[config.mk]
export PLATFORM = sky130hd
export DESIGN_NAME = alu_op_sequencer
export DESIGN_NICKNAME = d
export VERILOG_FILES = /design/src/rtl/alu_op_sequencer.sv
export SDC_FILE = /design/constraint.sdc
export NUM_CORES = 1
export LEC_CHECK = 0
export BUFFER_PORTS_ARGS = -buffer_cell sky130_fd_sc_hd__buf_2
export CAP_MARGIN = 20
export CORE_ASPECT_RATIO = 0.75
export CORE_UTILIZATION = 50
export CTS_CLUSTER_DIAMETER = 100
export DETAILED_ROUTE_END_ITERATION = 8
export PLACE_DENSITY = 0.72
export SETUP_SLACK_MARGIN = 0.15
export SLEW_MARGIN = 40
export SYNTH_ARGS = -nofsm -noshare
export SYNTH_HDL_FRONTEND = slang
export SYNTH_SLANG_ARGS = --single-unit
[constraint.sdc]
create_clock -name clk -period 3.6 [get_ports clk]
set_clock_uncertainty 0.15 [all_clocks]
set_input_delay 0.18 -clock clk [delete_from_list [all_inputs] [get_ports clk]]
set_output_delay 0.18 -clock clk [all_outputs]
set_load 0.02 [all_outputs]
[src/rtl/alu_op_sequencer.sv]
// alu_op_sequencer
//   Registered ALU-control sequencer for the multicycle processor. Takes one
//   operation request per valid/ready handshake and drives the ALU, the shifter,
//   the ALUOut source mux and the control-unit branch-compare signals. Shift
//   operations run as a LOAD pass followed by a counted run of SHIFT passes.
//   Completion is flagged by a one-cycle `done` pulse.
//
// Ports
//   clk, reset                 rising-edge clock, asynchronous active-high reset
//   op_valid/op_code/op_steps  request (op_steps = extra shift passes)
//   op_ready                   high only while idle
//   alu_zero/alu_lt/alu_gt     ALU compare flags (branch evaluation)
//   ALU_control, SHIFTER_control, M_SHIFTER, M_ALUOut_control   datapath controls
//   UC_control, UC_op          branch-compare active / branch kind
//   branch_taken               registered branch result, held until next accept
//   done, illegal_op           completion pulse / illegal-code pulse
//
// Build option
//   ALUSEQ_BRANCH_EVAL_EN : when defined, branches are evaluated here and
//   branch_taken is driven; otherwise branch_taken is tied to 0.
module alu_op_sequencer #(
  parameter int OP_W         = 4,
  parameter int ALU_CTRL_W   = 3,
  parameter int SHIFT_CTRL_W = 3,
  parameter int STEP_W       = 2
) (
  input  logic                    clk,
  input  logic                    reset,
  input  logic                    op_valid,
  input  logic [OP_W-1:0]         op_code,
  input  logic [STEP_W-1:0]       op_steps,
  output logic                    op_ready,
  input  logic                    alu_zero,
  input  logic                    alu_lt,
  input  logic                    alu_gt,
  output logic [ALU_CTRL_W-1:0]   ALU_control,
  output logic [SHIFT_CTRL_W-1:0] SHIFTER_control,
  output logic                    M_SHIFTER,
  output logic [1:0]              M_ALUOut_control,
  output logic                    UC_control,
  output logic [1:0]              UC_op,
  output logic                    branch_taken,
  output logic                    done,
  output logic                    illegal_op
);

  localparam logic [1:0] IDLE  = 2'd0;
  localparam logic [1:0] EXEC  = 2'd1;
  localparam logic [1:0] LOAD  = 2'd2;
  localparam logic [1:0] SHIFT = 2'd3;

  localparam logic [3:0] C_ADD  = 4'd1;
  localparam logic [3:0] C_SUB  = 4'd2;
  localparam logic [3:0] C_AND  = 4'd3;
  localparam logic [3:0] C_PASS = 4'd4;
  localparam logic [3:0] C_SHL1 = 4'd5;
  localparam logic [3:0] C_SHL2 = 4'd6;
  localparam logic [3:0] C_SHR  = 4'd7;
  localparam logic [3:0] C_SRA1 = 4'd8;
  localparam logic [3:0] C_SRA2 = 4'd9;
  localparam logic [3:0] C_SLTI = 4'd10;
  localparam logic [3:0] C_BEQ  = 4'd11;
  localparam logic [3:0] C_BNE  = 4'd12;
  localparam logic [3:0] C_BLE  = 4'd13;
  localparam logic [3:0] C_BGT  = 4'd14;
  localparam logic [3:0] C_LUI  = 4'd15;

  function automatic logic is_shift(input logic [3:0] c);
    return (c >= C_SHL1 && c <= C_SRA2) || (c == C_LUI);
  endfunction

  function automatic logic is_branch(input logic [3:0] c);
    return (c >= C_BEQ && c <= C_BGT);
  endfunction

  function automatic logic [1:0] branch_kind(input logic [3:0] c);
    logic [3:0] d;
    d = c - C_BEQ;
    return d[1:0];
  endfunction

  // Number of SHIFT passes; one extra counter bit so the all-ones step field
  // yields 2^STEP_W passes without wrapping.
  function automatic logic [STEP_W:0] pass_count(input logic [3:0] c,
                                                 input logic [STEP_W-1:0] s);
    logic [STEP_W:0] n;
    case (c)
      C_SHL2, C_SRA2: n = (STEP_W+1)'(2);
      C_LUI:          n = (STEP_W+1)'(1);
      default:        n = {1'b0, s} + (STEP_W+1)'(1);
    endcase
    return n;
  endfunction

  function automatic logic [SHIFT_CTRL_W-1:0] shift_kind(input logic [3:0] c);
    logic [SHIFT_CTRL_W-1:0] k;
    case (c)
      C_SHR:          k = SHIFT_CTRL_W'(3'b011);
      C_SRA1, C_SRA2: k = SHIFT_CTRL_W'(3'b100);
      default:        k = SHIFT_CTRL_W'(3'b010);
    endcase
    return k;
  endfunction

  // Illegal codes are folded into NO_OP at capture; only the flag survives.
  logic       in_illegal;
  logic [3:0] in_code;
  assign in_illegal = ((op_code >> 4) != '0);
  assign in_code    = in_illegal ? 4'd0 : op_code[3:0];

  logic [1:0]        state_reg, state_next;
  logic [3:0]        code_reg, code_next;
  logic              illegal_reg, illegal_next;
  logic [STEP_W:0]   cnt_reg, cnt_next;
  logic              done_next;

  always_comb begin
    state_next   = state_reg;
    code_next    = code_reg;
    illegal_next = illegal_reg;
    cnt_next     = cnt_reg;
    done_next    = 1'b0;
    case (state_reg)
      IDLE: if (op_valid) begin
        code_next    = in_code;
        illegal_next = in_illegal;
        cnt_next     = pass_count(in_code, op_steps);
        state_next   = is_shift(in_code) ? LOAD : EXEC;
      end
      EXEC: begin
        state_next = IDLE;
        done_next  = 1'b1;
      end
      LOAD: state_next = SHIFT;
      default: begin
        if (cnt_reg == (STEP_W+1)'(1)) begin
          state_next = IDLE;
          done_next  = 1'b1;
        end else begin
          cnt_next = cnt_reg - (STEP_W+1)'(1);
        end
      end
    endcase
  end

  // Outputs are decoded from the upcoming state so they can be registered
  // and line up with the state they describe.
  logic [ALU_CTRL_W-1:0]   alu_next;
  logic [SHIFT_CTRL_W-1:0] shifter_next;
  logic                    m_shifter_next;
  logic [1:0]              m_aluout_next;
  logic                    uc_control_next;
  logic [1:0]              uc_op_next;

  always_comb begin
    alu_next        = '0;
    shifter_next    = '0;
    m_shifter_next  = 1'b0;
    m_aluout_next   = 2'b00;
    uc_control_next = 1'b0;
    uc_op_next      = 2'b00;
    case (state_next)
      EXEC: begin
        case (code_next)
          C_ADD: begin alu_next = ALU_CTRL_W'(3'b001); m_aluout_next = 2'b01; end
          C_SUB: begin alu_next = ALU_CTRL_W'(3'b010); m_aluout_next = 2'b01; end
          C_AND: begin alu_next = ALU_CTRL_W'(3'b011); m_aluout_next = 2'b01; end
          C_PASS: m_aluout_next = 2'b10;
          C_SLTI, C_BEQ, C_BNE, C_BLE, C_BGT: begin
            alu_next      = ALU_CTRL_W'(3'b111);
            m_aluout_next = 2'b11;
          end
          default: m_aluout_next = 2'b01;
        endcase
        if (is_branch(code_next)) begin
          uc_control_next = 1'b1;
          uc_op_next      = branch_kind(code_next);
        end
      end
      LOAD: begin
        shifter_next   = SHIFT_CTRL_W'(3'b001);
        m_aluout_next  = 2'b10;
        m_shifter_next = (code_next == C_LUI);
      end
      SHIFT: begin
        shifter_next   = shift_kind(code_next);
        m_aluout_next  = 2'b10;
        m_shifter_next = (code_next == C_LUI);
      end
      default: ;
    endcase
  end

  always_ff @(posedge clk or posedge reset) begin
    if (reset) begin
      state_reg        <= IDLE;
      code_reg         <= 4'd0;
      illegal_reg      <= 1'b0;
      cnt_reg          <= '0;
      op_ready         <= 1'b1;
      ALU_control      <= '0;
      SHIFTER_control  <= '0;
      M_SHIFTER        <= 1'b0;
      M_ALUOut_control <= 2'b00;
      UC_control       <= 1'b0;
      UC_op            <= 2'b00;
      done             <= 1'b0;
      illegal_op       <= 1'b0;
    end else begin
      state_reg        <= state_next;
      code_reg         <= code_next;
      illegal_reg      <= illegal_next;
      cnt_reg          <= cnt_next;
      op_ready         <= (state_next == IDLE);
      ALU_control      <= alu_next;
      SHIFTER_control  <= shifter_next;
      M_SHIFTER        <= m_shifter_next;
      M_ALUOut_control <= m_aluout_next;
      UC_control       <= uc_control_next;
      UC_op            <= uc_op_next;
      done             <= done_next;
      illegal_op       <= done_next & illegal_reg;
    end
  end

`ifdef ALUSEQ_BRANCH_EVAL_EN
  logic cond;
  always_comb begin
    case (code_reg)
      C_BEQ:   cond = alu_zero;
      C_BNE:   cond = !alu_zero;
      C_BLE:   cond = alu_lt | alu_zero;
      default: cond = alu_gt;
    endcase
  end

  // Cleared on acceptance, loaded when EXEC of a branch completes, then held.
  always_ff @(posedge clk or posedge reset) begin
    if (reset) begin
      branch_taken <= 1'b0;
    end else if (state_reg == IDLE && op_valid) begin
      branch_taken <= 1'b0;
    end else if (state_reg == EXEC && is_branch(code_reg)) begin
      branch_taken <= cond;
    end
  end
`else
  logic unused_flags;
  assign unused_flags = alu_zero ^ alu_lt ^ alu_gt;
  assign branch_taken = 1'b0;
`endif

endmodule

==> flow_summary.yaml, run 1 <==
hold_path:
  hold_path.class: "in -> reg"
  min_path_cells: 4
global_routing:
  grt_max_degree: 24
  antenna_found_initial: 0
  grt_overflow: 0
  grt_pass1_wl_mm: 4.09
  grt_usage_pct: 18.5
  grt_pass1_vias: 898
power:
  pwr_density_cell_nw_per_um2: 912
  p_total_mw: 1.44
  leakage_nw: 0.773
  peakVddDrop_uv: 413
clock_tree:
  clock_latency_ns: 0.27
  numClockSinks: 23
  postCtsSetupRepairBufs: 0
  path_clk_slew_ns: 0.08
  post_cts_resized: 0
  cts_made_buffers: 3
  cts_buffer_depth: 2
  cts_tree: "built"
  htree_levels: 1
  clockRootBuffer: "clkbuf_8"
run_status:
  run_status: "completed"
placed_design:
  portBuffers: 22
  dp_slack_ns: 0.515
  globalplace.congestion: 0.769
  post-dp-hpwl_mm: 1.90
setup_path:
  arrival_ns: 3.13
  path_delay_family: "adder cells"
  crit_fanout: 12
  worstPathRequired_ns: 3.59
  crit_path_end_kind: "flip-flop"
  crit_chain: "inv_1 > ha_1 > nand2_1 > mux2i_1 > inv_1 > ha_1 > or3_1 > a21oi_2 > a2bb2oi_1 > o21bai_1"
  rr_worst_depth: 10
  criticalPathCategory: "reg -> reg"
  start_kind: "flip-flop"
  slowest_stage: "or3_1"
  critical_path_buf_inv_count: 2
  worst-path-stages: 10
  cp_slowest_stage_delay_ns: 0.43
die:
  die_w_um: 63.2
  fp.coreArea_sq_um: 2640
  ios: 28
  rows: 16
  die_area_sq_um: 3020
  die_y_um: 47.9
  initial_core_util_pct: 53.1
logic_synthesis:
  synth_cell_types: 49
  synth.area.top_cells: "dfrtp_1 39%, ha_1 9.8%, inv_1 2.7%, nor3b_2 2.7%, mux2i_1 2.1%"
  yosysWarningCount: 0
  yosysTopAreaCellShare_pct: 39.3
  synth.avg_cell_area_sq_um: 10.6
  ys_seq_area_share_pct: 41.1
  synth_flop_cell: "dfrtp_1"
  async_flop_share_pct: 100
  yosysMostFrequentCell: "dfrtp_1"
  ys_ff_latch: 23
  synth_edf_count: 0
  yosys.area.top_type: "dfrtp_1"
  synth_area_sq_um: 1400
  synth_common_cells: "22 x dfrtp_1, 11 x ha_1, 10 x inv_1, 7 x nand2_1, 6 x nor2_1"
  netlist_instances: 132
sta:
  max_freq_mhz: 319
  layout_min_cycle_time_ns: 3.14
  setup_tns_ns: 0
  finalWorstSetupSlack_ns: 0.462
  slew_violations: 0
  fin_crit_sh_pct: 87.2
  hold_viol: 0
  maxSlewHeadroom_pct: 55.2
  tightest_slew_ns: 0.672
  setup_viol: 0
  grt_setup_unrepaired: "false"
detailed_routing:
  detailroute.via_count: 1011
  antenna_left: 0
  wirelength_mm: 2.59
  drt_first_pass_iters: 4
  drtIter0Drc: 24
  drt-wirelength-per-cell_um: 13.6
  drc: 0
  vias_per_cell: 5.29
run:
  drv_cap: 0
final_layout:
  nNetsFinal: 179
  fin_util_pct: 59.6
  diodes: 0
  largest_reg_flops: 4
  filler_cell_count: 242
  syn2layout_area_growth_pct: 12.3
  drive_gt1_share_pct: 31.0
[placed cells by master, fill, tap and decap left out, drive strengths merged, types with 2 or more instances in the layout]
cell type / instances
mux2: 2
nand2b: 3
dfrtp: 22
and3b: 2
mux2i: 4
inv: 12
nor3: 6
nor2: 6
buf: 22
nor3b: 3
a21oi: 4
o21bai: 2
clkbuf: 3
o31ai: 2
nand3b: 2
nand2: 8
and2: 2
o21ai: 11
conb: 2
nor4: 3
a211oi: 4
and2b: 2
ha: 11
nor2b: 2
[worst min-delay path, stage by stage]
cell,delay (ns)
buf_2,0.12
nand2_1,0.06
o211ai_1,0.10
o31ai_1,0.07
[metrics by stage]
stage	std cells	area, sq um	hold slack, ns
after global routing	191	1580	0.175
after global placement	186	1520	0.234
after floorplan	133	1410	0.0312
after detailed placement	186	1520	0.0781
final	191	1580	0.143
after CTS	191	1580	0.128
[kinds of logic (layout without fill, tap and decap cells)]
group                      after synthesis  count (layout)  share of synthesized area, %
muxes                                    6               6                          4.73
and+or+nand+nor                         42              42                          19.6
AOI/OAI and AO/OA                       32              32                          18.2
other                                    1               2                         0.267
DFF                                     23              23                          41.1
buffers and inverters                   17              39                          6.24
adders and majority gates               11              11                          9.81
[what timing repair did]
item,4_1_cts,5_1_grt
setup endpoints to repair,0,0
endpoints found under the hold margin,22,0
hold buffers,1,0
[layer usage]
layer  GRT usage [%]  wire length, um
met1            22.0             1220
met2            31.8             1210
met3            5.71              124
met4            8.84               39
met5               0                0
[path summary, 6_finish.rpt]
path / to / startpoint / slack, ns
max in group asynchronous: op_ready / reset / 2.64
worst max-delay path: M_ALUOut_control[1] / state_reg[0] / 0.46
worst min register to register: cnt_reg[1] / cnt_reg[1] / 0.39
worst max register to register: M_ALUOut_control[1] / state_reg[0] / 0.46
worst min-delay path: cnt_reg[0] / op_steps[0] / 0.14
min in group asynchronous: SHIFTER_control[2] / reset / 0.31
[final cells by class]
cell class,instances,area [sq um],area share (%)
Timing Repair Buffer,23,120,7.63
Multi-Input combinational cell,93,742,47.1
Clock buffer,3,41.3,2.62
Inverter,12,45.0,2.86
Clock inverter,1,5.00,0.318
Sequential cell,23,577,36.6
Tap cell,36,45.0,2.86
[report_power, final]
part | leakage, nW | internal, mW | switching, mW
registers | 0.293 | 0.365 | 0.0459
clock network | 0.0255 | 0.0776 | 0.0876
logic | 0.455 | 0.329 | 0.532
No activity file was read; power rests on OpenSTA's default activity.
==> inputs of run 2 (changes only) <==
--- a/config.mk
+++ b/config.mk
@@ -8,10 +8,10 @@
 export BUFFER_PORTS_ARGS = -buffer_cell sky130_fd_sc_hd__buf_2
 export CAP_MARGIN = 20
 export CORE_ASPECT_RATIO = 0.75
-export CORE_UTILIZATION = 50
+export CORE_UTILIZATION = 54
 export CTS_CLUSTER_DIAMETER = 100
 export DETAILED_ROUTE_END_ITERATION = 8
-export PLACE_DENSITY = 0.72
+export PLACE_DENSITY = 0.77
 export SETUP_SLACK_MARGIN = 0.15
 export SLEW_MARGIN = 40
 export SYNTH_ARGS = -nofsm -noshare
==> run 2 against run 1 <==
  * Routed wire length grew 2.8%
  * Utilization is 5.6 points higher
  * First-iteration DRC count is 150% higher
  * Flip-flop and latch count did not move
  * Largest power group unchanged
  * Non-clock buffer count did not move
  * Register-to-register slack lost 0.02 ns
  * Via count grew 3.4%
==> flow_summary.yaml, run 2 (same netlist as run 1, synthesis figures left out) <==
run_status:
  run_status: "completed"
clock_tree:
  cts_made_buffers: 3
  path_clk_slew_ns: 0.13
  post_cts_resized: 0
  cts_tree: "built"
  cts_buffer_depth: 2
  ctsHoldBuffers: 1
  postCtsSetupRepairBufs: 0
  htree_levels: 1
  numClockSinks: 23
  clockRootBuffer: "clkbuf_4"
  clock_latency_ns: 0.32
global_routing:
  antenna_found_initial: 0
  grt_max_degree: 24
  grt_pass1_vias: 956
  grt_pass1_wl_mm: 4.44
  grt_overflow: 0
  grt_usage_pct: 22.7
sta:
  fin_crit_sh_pct: 87.6
  grt_setup_unrepaired: "false"
  max_freq_mhz: 317
  setup_viol: 0
  hold_viol: 0
  slew_violations: 0
  layout_min_cycle_time_ns: 3.15
  tightest_slew_ns: 0.683
  maxSlewHeadroom_pct: 54.4
  setup_tns_ns: 0
final_layout:
  syn2layout_area_growth_pct: 10.8
  fin_util_pct: 65.2
  final_cell_mix: "22 x dfrtp_1, 22 x buf_2, 11 x ha_1"
  largest_reg_flops: 4
  diodes: 0
  nNetsFinal: 179
  post-route-cell-area_sq_um: 1550
  layout.area.seq_sq_um: 577
  multi_input_area_sq_um: 742
  filler_cell_count: 207
  drive_gt1_share_pct: 31.0
placed_design:
  dpl-instance-area_sq_um: 1520
  portBuffers: 22
  post-dp-hpwl_mm: 2.03
  globalplace.congestion: 0.879
die:
  fp.coreArea_sq_um: 2380
  ios: 28
  rows: 15
  die_area_sq_um: 2810
  die_w_um: 60.9
  initial_core_util_pct: 58.8
  die_y_um: 46.1
setup_path:
  crit_path_end_kind: "flip-flop"
  reg2reg_from: "state_reg[0]"
  worstPathRequired_ns: 3.64
  rr_worst_depth: 10
  start_kind: "flip-flop"
  ff2ff_setup_slack_ns: 0.45
  criticalPathCategory: "reg -> reg"
  crit_path_start: "state_reg[0]"
  endpoint: "M_ALUOut_control[1]"
  reg2reg_to: "M_ALUOut_control[1]"
  arrival_ns: 3.20
  crit_fanout: 12
power:
  p_total_mw: 1.40
  p_sw_uw: 664
  p_sw_share_pct: 47.5
  pwr_density_cell_nw_per_um2: 900
  clockPowerShare_pct: 8.6
  internal-power_uw: 735
  leakage_nw: 0.765
  peakVddDrop_uv: 357
  seq_power_share_pct: 29.2
  comb_power_share_pct: 62.2
detailed_routing:
  drt-wirelength-per-cell_um: 14.1
  wirelength_mm: 2.66
  vias_per_cell: 5.53
  drt_first_pass_iters: 4
  detailroute.via_count: 1045
  drc: 0
  antenna_left: 0
  drtIter0Drc: 59
hold_path:
  hold_path.class: "in -> reg"
run:
  drv_cap: 0
==> run 2: worst min path at each step <==
| stage | from | endpoint | cells past startpoint |
|---|---|---|---|
| detailed placement | reset | SHIFTER_control[2] | 2 |
| global placement | reset | SHIFTER_control[1] | 2 |
| floorplan | reset | ALU_control[0] | 1 |
| finish | op_steps[0] | cnt_reg[0] | 4 |
| CTS | op_steps[0] | cnt_reg[0] | 4 |
| global route | op_steps[0] | cnt_reg[0] | 4 |
==> run 2: layer usage <==
layer / vias to the layer above / wire length, um / GRT usage, %
met5: - / 0 / 0
met2: 26 / 1220 / 36.3
met4: 0 / 26 / 7.27
met3: 2 / 105 / 5.90
met1: 512 / 1310 / 30.5
li1: 505 / - / -
==> run 2: power by group through the flow <==
stage	combinational, mW	clock (mW)	sequential, mW
after floorplan	0.671	0	0.467
after global placement	0.831	0	0.410
after detailed placement	0.864	0	0.415
after CTS	0.869	0.125	0.410
after global routing	0.965	0.138	0.420
final	0.870	0.121	0.408
==> run 2: area by class of cell <==
cell class	instances	area share, %
Clock buffer	3	1.45
Clock inverter	1	0.322
Inverter	12	2.90
Multi-Input combinational cell	93	47.7
Sequential cell	23	37.1
Tap cell	34	2.74
Timing Repair Buffer	23	7.73
==> run 2: per-stage QoR <==
step	setup WS, ns	std cells	hold WS, ns
after global routing	0.219	189	0.0859
after floorplan	0.959	133	0.0312
final	0.446	189	0.0806
after global placement	0.543	184	0.233
after detailed placement	0.474	184	0.0865
after CTS	0.452	189	0.0701
==> run 2: worst max-delay path: stages, from the launching register on <==
cell and delay [ns]:
dfrtp_1 0.43, inv_1 0.12, ha_1 0.40, and2_1 0.25, mux2i_1 0.36, inv_1 0.14, ha_1 0.25, or3_1 0.43
a21oi_2 0.23, a2bb2oi_1 0.19, o21bai_1 0.08
